**src/rtl/mem_access_unit_if.sv**
```systemverilog
// Request/response and data-memory pin bundle for mem_access_unit.
// slave = the unit's view; master = requester plus memory side.
interface mem_access_unit_if;
  logic        req_valid;
  logic        req_ready;
  logic        req_write;
  logic [1:0]  req_size;
  logic        req_unsigned;
  logic [31:0] req_addr;
  logic [31:0] req_wdata;
  logic        resp_valid;
  logic        resp_ready;
  logic [31:0] resp_rdata;
  logic        resp_err;
  logic [31:0] mem_address;
  logic [31:0] mem_writeData;
  logic        mem_memWrite;
  logic        mem_memRead;
  logic [31:0] mem_readData;

  modport slave (
    input  req_valid, req_write, req_size, req_unsigned, req_addr, req_wdata,
    input  resp_ready, mem_readData,
    output req_ready, resp_valid, resp_rdata, resp_err,
    output mem_address, mem_writeData, mem_memWrite, mem_memRead
  );

  modport master (
    output req_valid, req_write, req_size, req_unsigned, req_addr, req_wdata,
    output resp_ready, mem_readData,
    input  req_ready, resp_valid, resp_rdata, resp_err,
    input  mem_address, mem_writeData, mem_memWrite, mem_memRead
  );
endinterface

```
**src/rtl/mem_access_unit.sv**
```systemverilog
// Multi-cycle load/store initiator for a word-addressed data memory; latency 1 (error), 2 (load, word store), 3 (sub-word store RMW).
// One request in flight, response held until resp_ready. Define MAU_SUBWORD_EN for byte/half accesses.
module mem_access_unit #(
  parameter int DEPTH = 64
) (
  input logic              CLK,
  input logic              reset,
  mem_access_unit_if.slave bus
);

  typedef enum logic [1:0] {IDLE, RD, WR, RESP} state_t;

  state_t state;
  logic   req_err;

`ifdef MAU_SUBWORD_EN
  logic        wr_q;
  logic        uns_q;
  logic [1:0]  size_q;
  logic [1:0]  lane_q;
  logic [31:0] wdata_q;

  function automatic logic [31:0] load_ext(input logic [31:0] w, input logic [1:0] sz,
                                           input logic [1:0] ln, input logic uns);
    logic [7:0]  b;
    logic [15:0] h;
    b = w[{ln, 3'b000} +: 8];
    h = ln[1] ? w[31:16] : w[15:0];
    case (sz)
      2'b00:   return uns ? {24'b0, b} : {{24{b[7]}}, b};
      2'b01:   return uns ? {16'b0, h} : {{16{h[15]}}, h};
      default: return w;
    endcase
  endfunction

  function automatic logic [31:0] store_merge(input logic [31:0] w, input logic [31:0] d,
                                              input logic [1:0] sz, input logic [1:0] ln);
    logic [31:0] r;
    r = w;
    if (sz == 2'b00) r[{ln, 3'b000} +: 8] = d[7:0];
    else             r[{ln[1], 4'b0000} +: 16] = d[15:0];
    return r;
  endfunction
`endif

  always_comb begin
    req_err = 1'b0;
    if ({2'b00, bus.req_addr[31:2]} >= 32'(DEPTH)) req_err = 1'b1;
`ifdef MAU_SUBWORD_EN
    case (bus.req_size)
      2'b00:   req_err = req_err;
      2'b01:   if (bus.req_addr[0]) req_err = 1'b1;
      2'b10:   if (bus.req_addr[1:0] != 2'b00) req_err = 1'b1;
      default: req_err = 1'b1;
    endcase
`else
    if (bus.req_size != 2'b10 || bus.req_addr[1:0] != 2'b00) req_err = 1'b1;
`endif
  end

  always_ff @(posedge CLK) begin
    if (!reset) begin
      state             <= IDLE;
      bus.req_ready     <= 1'b1;
      bus.resp_valid    <= 1'b0;
      bus.resp_err      <= 1'b0;
      bus.resp_rdata    <= 32'h0;
      bus.mem_memRead   <= 1'b0;
      bus.mem_memWrite  <= 1'b0;
      bus.mem_address   <= 32'h0;
      bus.mem_writeData <= 32'h0;
    end else begin
      case (state)
        IDLE: begin
          if (bus.req_valid) begin
            bus.req_ready <= 1'b0;
`ifdef MAU_SUBWORD_EN
            wr_q    <= bus.req_write;
            uns_q   <= bus.req_unsigned;
            size_q  <= bus.req_size;
            lane_q  <= bus.req_addr[1:0];
            wdata_q <= bus.req_wdata;
`endif
            if (req_err) begin
              state          <= RESP;
              bus.resp_valid <= 1'b1;
              bus.resp_err   <= 1'b1;
              bus.resp_rdata <= 32'h0;
            end else begin
              bus.mem_address <= {2'b00, bus.req_addr[31:2]};
              if (bus.req_write && bus.req_size == 2'b10) begin
                state             <= WR;
                bus.mem_memWrite  <= 1'b1;
                bus.mem_writeData <= bus.req_wdata;
              end else begin
                state           <= RD;
                bus.mem_memRead <= 1'b1;
              end
            end
          end
        end
        RD: begin
          bus.mem_memRead <= 1'b0;
`ifdef MAU_SUBWORD_EN
          if (wr_q) begin
            // sub-word store: splice new lanes into the word just read
            state             <= WR;
            bus.mem_memWrite  <= 1'b1;
            bus.mem_writeData <= store_merge(bus.mem_readData, wdata_q, size_q, lane_q);
          end else begin
            state          <= RESP;
            bus.resp_valid <= 1'b1;
            bus.resp_rdata <= load_ext(bus.mem_readData, size_q, lane_q, uns_q);
          end
`else
          state          <= RESP;
          bus.resp_valid <= 1'b1;
          bus.resp_rdata <= bus.mem_readData;
`endif
        end
        WR: begin
          bus.mem_memWrite <= 1'b0;
          state            <= RESP;
          bus.resp_valid   <= 1'b1;
          bus.resp_rdata   <= 32'h0;
        end
        default: begin
          if (bus.resp_ready) begin
            state          <= IDLE;
            bus.resp_valid <= 1'b0;
            bus.resp_err   <= 1'b0;
            bus.resp_rdata <= 32'h0;
            bus.req_ready  <= 1'b1;
          end
        end
      endcase
    end
  end

endmodule
```
**src/flat_wrapper.sv**
```systemverilog
// flat-port wrapper written by rule: the top's interface ports become plain ports
module mem_access_unit_flat 
#(
  parameter int DEPTH = 64
)
  (CLK, reset, bus_req_valid, bus_req_write, bus_req_size, bus_req_unsigned, bus_req_addr, bus_req_wdata, bus_resp_ready, bus_mem_readData, bus_req_ready, bus_resp_valid, bus_resp_rdata, bus_resp_err, bus_mem_address, bus_mem_writeData, bus_mem_memWrite, bus_mem_memRead);
  mem_access_unit_if bus_i ();
  input logic CLK;
  input logic reset;
  input wire logic [$bits(bus_i.req_valid)-1:0] bus_req_valid;
  input wire logic [$bits(bus_i.req_write)-1:0] bus_req_write;
  input wire logic [$bits(bus_i.req_size)-1:0] bus_req_size;
  input wire logic [$bits(bus_i.req_unsigned)-1:0] bus_req_unsigned;
  input wire logic [$bits(bus_i.req_addr)-1:0] bus_req_addr;
  input wire logic [$bits(bus_i.req_wdata)-1:0] bus_req_wdata;
  input wire logic [$bits(bus_i.resp_ready)-1:0] bus_resp_ready;
  input wire logic [$bits(bus_i.mem_readData)-1:0] bus_mem_readData;
  output wire logic [$bits(bus_i.req_ready)-1:0] bus_req_ready;
  output wire logic [$bits(bus_i.resp_valid)-1:0] bus_resp_valid;
  output wire logic [$bits(bus_i.resp_rdata)-1:0] bus_resp_rdata;
  output wire logic [$bits(bus_i.resp_err)-1:0] bus_resp_err;
  output wire logic [$bits(bus_i.mem_address)-1:0] bus_mem_address;
  output wire logic [$bits(bus_i.mem_writeData)-1:0] bus_mem_writeData;
  output wire logic [$bits(bus_i.mem_memWrite)-1:0] bus_mem_memWrite;
  output wire logic [$bits(bus_i.mem_memRead)-1:0] bus_mem_memRead;
  assign bus_i.req_valid = bus_req_valid;
  assign bus_i.req_write = bus_req_write;
  assign bus_i.req_size = bus_req_size;
  assign bus_i.req_unsigned = bus_req_unsigned;
  assign bus_i.req_addr = bus_req_addr;
  assign bus_i.req_wdata = bus_req_wdata;
  assign bus_i.resp_ready = bus_resp_ready;
  assign bus_i.mem_readData = bus_mem_readData;
  assign bus_req_ready = bus_i.req_ready;
  assign bus_resp_valid = bus_i.resp_valid;
  assign bus_resp_rdata = bus_i.resp_rdata;
  assign bus_resp_err = bus_i.resp_err;
  assign bus_mem_address = bus_i.mem_address;
  assign bus_mem_writeData = bus_i.mem_writeData;
  assign bus_mem_memWrite = bus_i.mem_memWrite;
  assign bus_mem_memRead = bus_i.mem_memRead;
  mem_access_unit #(.DEPTH(DEPTH)) u_core (.CLK(CLK), .reset(reset), .bus(bus_i));
endmodule
```
**config.mk**
```make
export PLATFORM = sky130hd
export DESIGN_NAME = mem_access_unit_flat
export DESIGN_NICKNAME = d
export VERILOG_FILES = /design/src/rtl/mem_access_unit_if.sv /design/src/rtl/mem_access_unit.sv /design/src/flat_wrapper.sv
export SDC_FILE = /design/constraint.sdc
export NUM_CORES = 1
export LEC_CHECK = 0
export BUFFER_PORTS_ARGS = -buffer_cell sky130_fd_sc_hd__buf_2
export CELL_PAD_IN_SITES_DETAIL_PLACEMENT = 1
export CELL_PAD_IN_SITES_GLOBAL_PLACEMENT = 1
export CORE_MARGIN = 5
export CORE_UTILIZATION = 37
export CTS_BUF_LIST = sky130_fd_sc_hd__clkbuf_8
export CTS_CLUSTER_SIZE = 16
export DETAILED_ROUTE_END_ITERATION = 6
export GPL_TIMING_DRIVEN = 0
export PLACE_DENSITY_LB_ADDON = 0.1
export SLEW_MARGIN = 40
export SYNTH_ARGS = -nofsm -noshare
export SYNTH_HDL_FRONTEND = slang
export SYNTH_SLANG_ARGS = --single-unit
export TNS_END_PERCENT = 50
```
**constraint.sdc**
```tcl
create_clock -name CLK -period 4.95 [get_ports CLK]
set_input_delay 0.7425 -clock CLK [delete_from_list [all_inputs] [get_ports CLK]]
set_output_delay 0.7425 -clock CLK [all_outputs]
set_load 0.005 [all_outputs]
```
# After elaboration in Yosys (flattened, before gate mapping)
# Index checks and enable logic that the tools add are counted.
dict set report totals {
  register_bits 101
  inputBits 104
  output_inout_bits 101
  wordCells 67
}
dict set report classes {
  magnitude_cmp 1
  eq_ne 9
  muxes 27
  n_bitwise 2
  n_reduce_logical 19
}
# cell n
set op_table {}
lappend op_table {{$mux 32} 3}
lappend op_table {{$pmux 32 s3} 1}
lappend op_table {{$ge 30x7->1 const B} 1}
lappend op_table {{$reduce_and 4->1} 4}
lappend op_table {{$mux 1} 13}
lappend op_table {{$reduce_and 3->1} 4}
lappend op_table {{$pmux 1 s2} 5}
lappend op_table {{$mux 2} 4}
lappend op_table {{$ne 2x2->1 const B} 4}
lappend op_table {{$reduce_bool 2->1} 4}
lappend op_table {{$eq 2x2->1 const B} 2}
lappend op_table {{$ne 2x1->1 const B} 2}
lappend op_table {{$pmux 2 s2} 1}
lappend op_table {{$reduce_bool 4->1} 1}
lappend op_table {{$reduce_bool 3->1} 1}
lappend op_table {{$eq 2x1->1 const B} 1}
lappend op_table {{$logic_not 2->1} 1}
lappend op_table {{$not 1->1} 2}
lappend op_table {{$reduce_and 2->1} 1}
lappend op_table {{$reduce_or 2->1} 1}
lappend op_table {{$logic_and 1x1->1} 1}
lappend op_table {{$logic_or 1x1->1} 1}

# Depth between registers and ports, before layout
dict set report depth {
  ltp_word 6
  mapped_depth 8
  mapped_depth_nobuf 6
}

# Least setup slack after synthesis
# No wires, ideal clock.
dict set report synth_path {
  kind {input to register}
  startpoint {input bus_req_addr[9]}
  endpoint {register u_core.bus.mem_memWrite}
  setup_ns 0.120
  arrival_time_ns 1.961
  setup_slack_ns 2.870
  path_stages 5
  cell_sequence {nor4b_2 nand4_2 buf_6 o311a_1 o31a_1}
}
dict set report synth_between {
  elab_chain_len 5
}
# element line
set synth_rtl {}
lappend synth_rtl {{start: declaration} flat_wrapper.sv:14} ;# input wire logic [$bits(bus_i.req_addr)-1:0] bus_req_addr;
lappend synth_rtl {{$ge 30x7->1} mem_access_unit.sv:48} ;# if ({2'b00, bus.req_addr[31:2]} >= 32'(DEPTH)) req_err = 1'b1;
lappend synth_rtl {{$mux 1} mem_access_unit.sv:48}
lappend synth_rtl {{$mux 1} mem_access_unit.sv:57} ;# if (bus.req_size != 2'b10 || bus.req_addr[1:0] != 2'b00) req_err = 1'b1;
lappend synth_rtl {{$ne 2x2->1 (no source line)} --}
lappend synth_rtl {{$reduce_and 4->1 (no source line)} --}
lappend synth_rtl {{end signal: assignment} mem_access_unit.sv:69} ;# bus.mem_memWrite <= 1'b0;
lappend synth_rtl {{end signal: assignment} mem_access_unit.sv:93} ;# bus.mem_memWrite <= 1'b1;
lappend synth_rtl {{end signal: assignment} mem_access_unit.sv:122} ;# bus.mem_memWrite <= 1'b0;
lappend synth_rtl {{end: declaration} mem_access_unit_if.sv:25} ;# output mem_address, mem_writeData, mem_memWrite, mem_memRead
# Every way passes these cells.
# A chain may end at the register's enable or synchronous reset.

==> impl_metrics.tcl <==
set metrics [dict create \
    cp_max_fo 10 \
    start_kind "input port" \
    worst_setup_hold_path_clk_slew_ns 0.10 \
    hold_crit_start "u_core.bus.mem_writeData[8]" \
    cellPowerDensity_nw_per_um2 352 \
    detailroute.via_count 3807 \
    synthesis.area_per_instance_um2 9.62 \
    rr_startpoint "u_core.state[0]" \
    route.detailed.vias_per_inst 4.83 \
    syn_area_um2 4140 \
    status "completed" \
    finalWirelength_um 12400 \
    timing.hold.worst_endpoint "u_core.bus.mem_writeData[8]" \
    yosys.area.top_type "sky130_fd_sc_hd__dfxtp_1" \
    cp-end-kind "flip-flop" \
    yosysSeqAreaShare_pct 48.9 \
    yosys_warnings 0 \
    globalRoute.totalOverflow 0 \
    design.core.area_um2 10900 \
    row_count 38 \
    hpwlAfterDp_um 9950 \
    track_usage_pct 18.4 \
    finish.net_count 750 \
    timing.final.hold_violations 0 \
    postCtsSetupRepairBufs 0 \
    holdBufCountCts 0 \
    cts_buffers 9 \
    drc_errors 0 \
    syn_to_final_growth_pct 33.0 \
    port-buffer-count 200 \
    timing.slew.headroom_pct 60.1 \
    post-route-min-period_ns 2.15 \
    worst_hold_path.num_cells 2 \
    path_class "in -> reg" \
    route.antenna.remaining_nets 0 \
    clock_skew_ns 0.0122 \
    netlist_top_cells_area "sky130_fd_sc_hd__dfxtp_1 (49%), sky130_fd_sc_hd__mux2i_1 (16%), sky130_fd_sc_hd__nand2_1 (9.2%), sky130_fd_sc_hd__nand3_1 (4.0%), sky130_fd_sc_hd__and2_1 (3.8%)" \
    cts_repair_resize_count 0 \
    synth_enable_flop_cells 0 \
    grt_pass1_wl_um 19600 \
    worst_hold_path_type "reg -> reg" \
    die_h_um 116 \
    cts-root-buf "sky130_fd_sc_hd__clkbuf_8" \
    synth.ff_latch_count 101 \
    maxClockFrequency_mhz 466 \
    synth_cell_type_count 38 \
    max_cap_violations 0 \
    numClockSinks 101 \
    setup_viols_final 0 \
    worst-slew-pin-transition_ns 0.595 \
    number_of_antenna_violations_at_the_first_check_in_global_routing 0 \
    postSynth.asyncResetShare_pct 0 \
    grt_start_max_net_pins 19 \
    design_power_total_mw 1.94 \
    drt_first_iter_violations 176 \
    number_of_global_route_vias_before_repair 3974 \
    synth.top_cell.area_share_pct 48.9 \
    die_x_um 116 \
    cp.required_ns 5.26 \
    ios 205 \
    yosys_most_used_dff "sky130_fd_sc_hd__dfxtp_1" \
    tritoncts_clock_tree "yes" \
    design.die.area_um2 13400 \
    total_neg_setup_slack_ns 0 \
    grt_setup_unrepaired "false" \
    r2r.worst_path.cells 8 \
    insertion_delay_ns 0.36 \
    first_pass_iters 4 \
    initial_core_util_pct 38.0 \
    r2r-end "u_core.bus.mem_writeData[13]" \
    post-route-period-util_pct 43.4 \
    cts.htree.levels 3 \
    vdd_drop_max_v 0.000148 \
    ff2ff_setup_slack_ns 2.86 \
    arrival_ns 2.46 \
    maxSlewViolCount 0 \
    post_detailed_route_wirelength_per_cell_um 15.8 \
    leakage_nw 2.62 \
    post_route_cells_drive_above_1_share_pct 37.6 \
    syn-instance-count 430 \
    routabilityCongestion 0.805 \
    netlist_top_cells_count "sky130_fd_sc_hd__dfxtp_1 (101), sky130_fd_sc_hd__nand2_1 (101), sky130_fd_sc_hd__mux2i_1 (65)" \
    clockBufferDepth 2 \
]
-- stage by stage --
step           utilization [%]  setup WS [ns]  std cells  hold WS, ns  instance area, µm²
5_1_grt                   50.5           2.65        787        0.477                5500
3_3_place_gp              48.8           2.42        771        0.436                5320
3_5_place_dp              48.8           2.40        771        0.440                5320
2_1_floorplan                -           2.87        431        0.451                4140
4_1_cts                   50.5           2.80        787        0.468                5500
6_report                  50.5           2.80        788        0.463                5500
-- registers in the layout (all words and copies together), names as in the netlist --
register and count:
u_core.bus.mem_writeData 32, u_core.bus.resp_rdata 32, u_core.bus.mem_address 30, u_core.state 2, u_core.bus.mem_memRead 1, u_core.bus.mem_memWrite 1, u_core.bus.req_ready 1, u_core.bus.resp_err 1
u_core.bus.resp_valid 1
-- cells by family after synthesis --
family	after synthesis	synth area share (%)
multiplexers	65	15.7
AO/OA/AOI/OAI	27	4.63
AND/OR/NAND/NOR	194	24.4
other	1	0.0907
adder cells (fa/ha/maj)	4	1.21
buffers and inverters	38	5.08
flip-flops	101	48.9
-- cell type report --
type,count,area (µm²)
clock inverter,7,56.3
antenna,1,2.50
buffer,34,195
inverter,4,15.0
clock buffer,9,124
sequential,101,2020
multi-input combinational,292,1910
timing repair buffer,200,1000
fill,1355,5390
tap,140,175
-- cells in the final DEF (no fill, tap or decap), types with 4 or more instances in the layout --
master | netlist | final
sky130_fd_sc_hd__a21oi_1 | 6 | 6
sky130_fd_sc_hd__and2_1 | 25 | 25
sky130_fd_sc_hd__buf_2 | 6 | 206
sky130_fd_sc_hd__buf_6 | 7 | 7
sky130_fd_sc_hd__clkbuf_1 | 19 | 19
sky130_fd_sc_hd__clkbuf_8 | 0 | 9
sky130_fd_sc_hd__dfxtp_1 | 101 | 101
sky130_fd_sc_hd__ha_1 | 4 | 4
sky130_fd_sc_hd__inv_1 | 4 | 4
sky130_fd_sc_hd__mux2i_1 | 65 | 65
sky130_fd_sc_hd__nand2_1 | 101 | 101
sky130_fd_sc_hd__nand2b_1 | 4 | 4
sky130_fd_sc_hd__nand3_1 | 33 | 33
sky130_fd_sc_hd__nand4_1 | 6 | 6
sky130_fd_sc_hd__nor2_1 | 5 | 5
sky130_fd_sc_hd__o21ai_0 | 9 | 9
-- where the power goes --
group / leakage, nW / switching, mW / total [mW] / internal [mW]
Sequential: 0.816 / 0.0302 / 0.896 / 0.866
Combinational: 1.71 / 0.304 / 0.550 / 0.246
Clock: 0.0959 / 0.300 / 0.491 / 0.190
Total: 2.62 / 0.635 / 1.94 / 1.30
-- layer usage --
metal	share of wire, %	wire [µm]	up-vias	GRT usage (%)
met4	1.6	201	0	5.96
met5	0	0	-	0
li1	-	-	1877	-
met3	8.8	1090	16	5.17
met2	48	6010	122	31.3
met1	41	5140	1792	22.5
-- worst max-delay path by stage --
| stage | from | endpoint | slack, ns | depth (start not counted) |
|---|---|---|---|---|
| 3_3_place_gp | reset | u_core.bus.resp_err | 2.42 | 4 |
| 3_5_place_dp | reset | u_core.bus.mem_writeData[19] | 2.40 | 5 |
| 6_report | reset | u_core.bus.mem_address[16] | 2.80 | 5 |
| 5_1_grt | u_core.state[0] | u_core.bus.mem_writeData[18] | 2.65 | 8 |
| 4_1_cts | reset | u_core.bus.mem_writeData[19] | 2.80 | 5 |
| 2_1_floorplan | bus_req_addr[9] | u_core.bus.mem_memWrite | 2.87 | 5 |
-- worst max-delay path: stages --
cell,delay [ns]
sky130_fd_sc_hd__clkbuf_1,0.45
sky130_fd_sc_hd__inv_1,0.30
sky130_fd_sc_hd__a31oi_1,0.53
sky130_fd_sc_hd__buf_2,0.29
sky130_fd_sc_hd__and2_1,0.15
No activity file was read; power rests on OpenSTA's default activity.
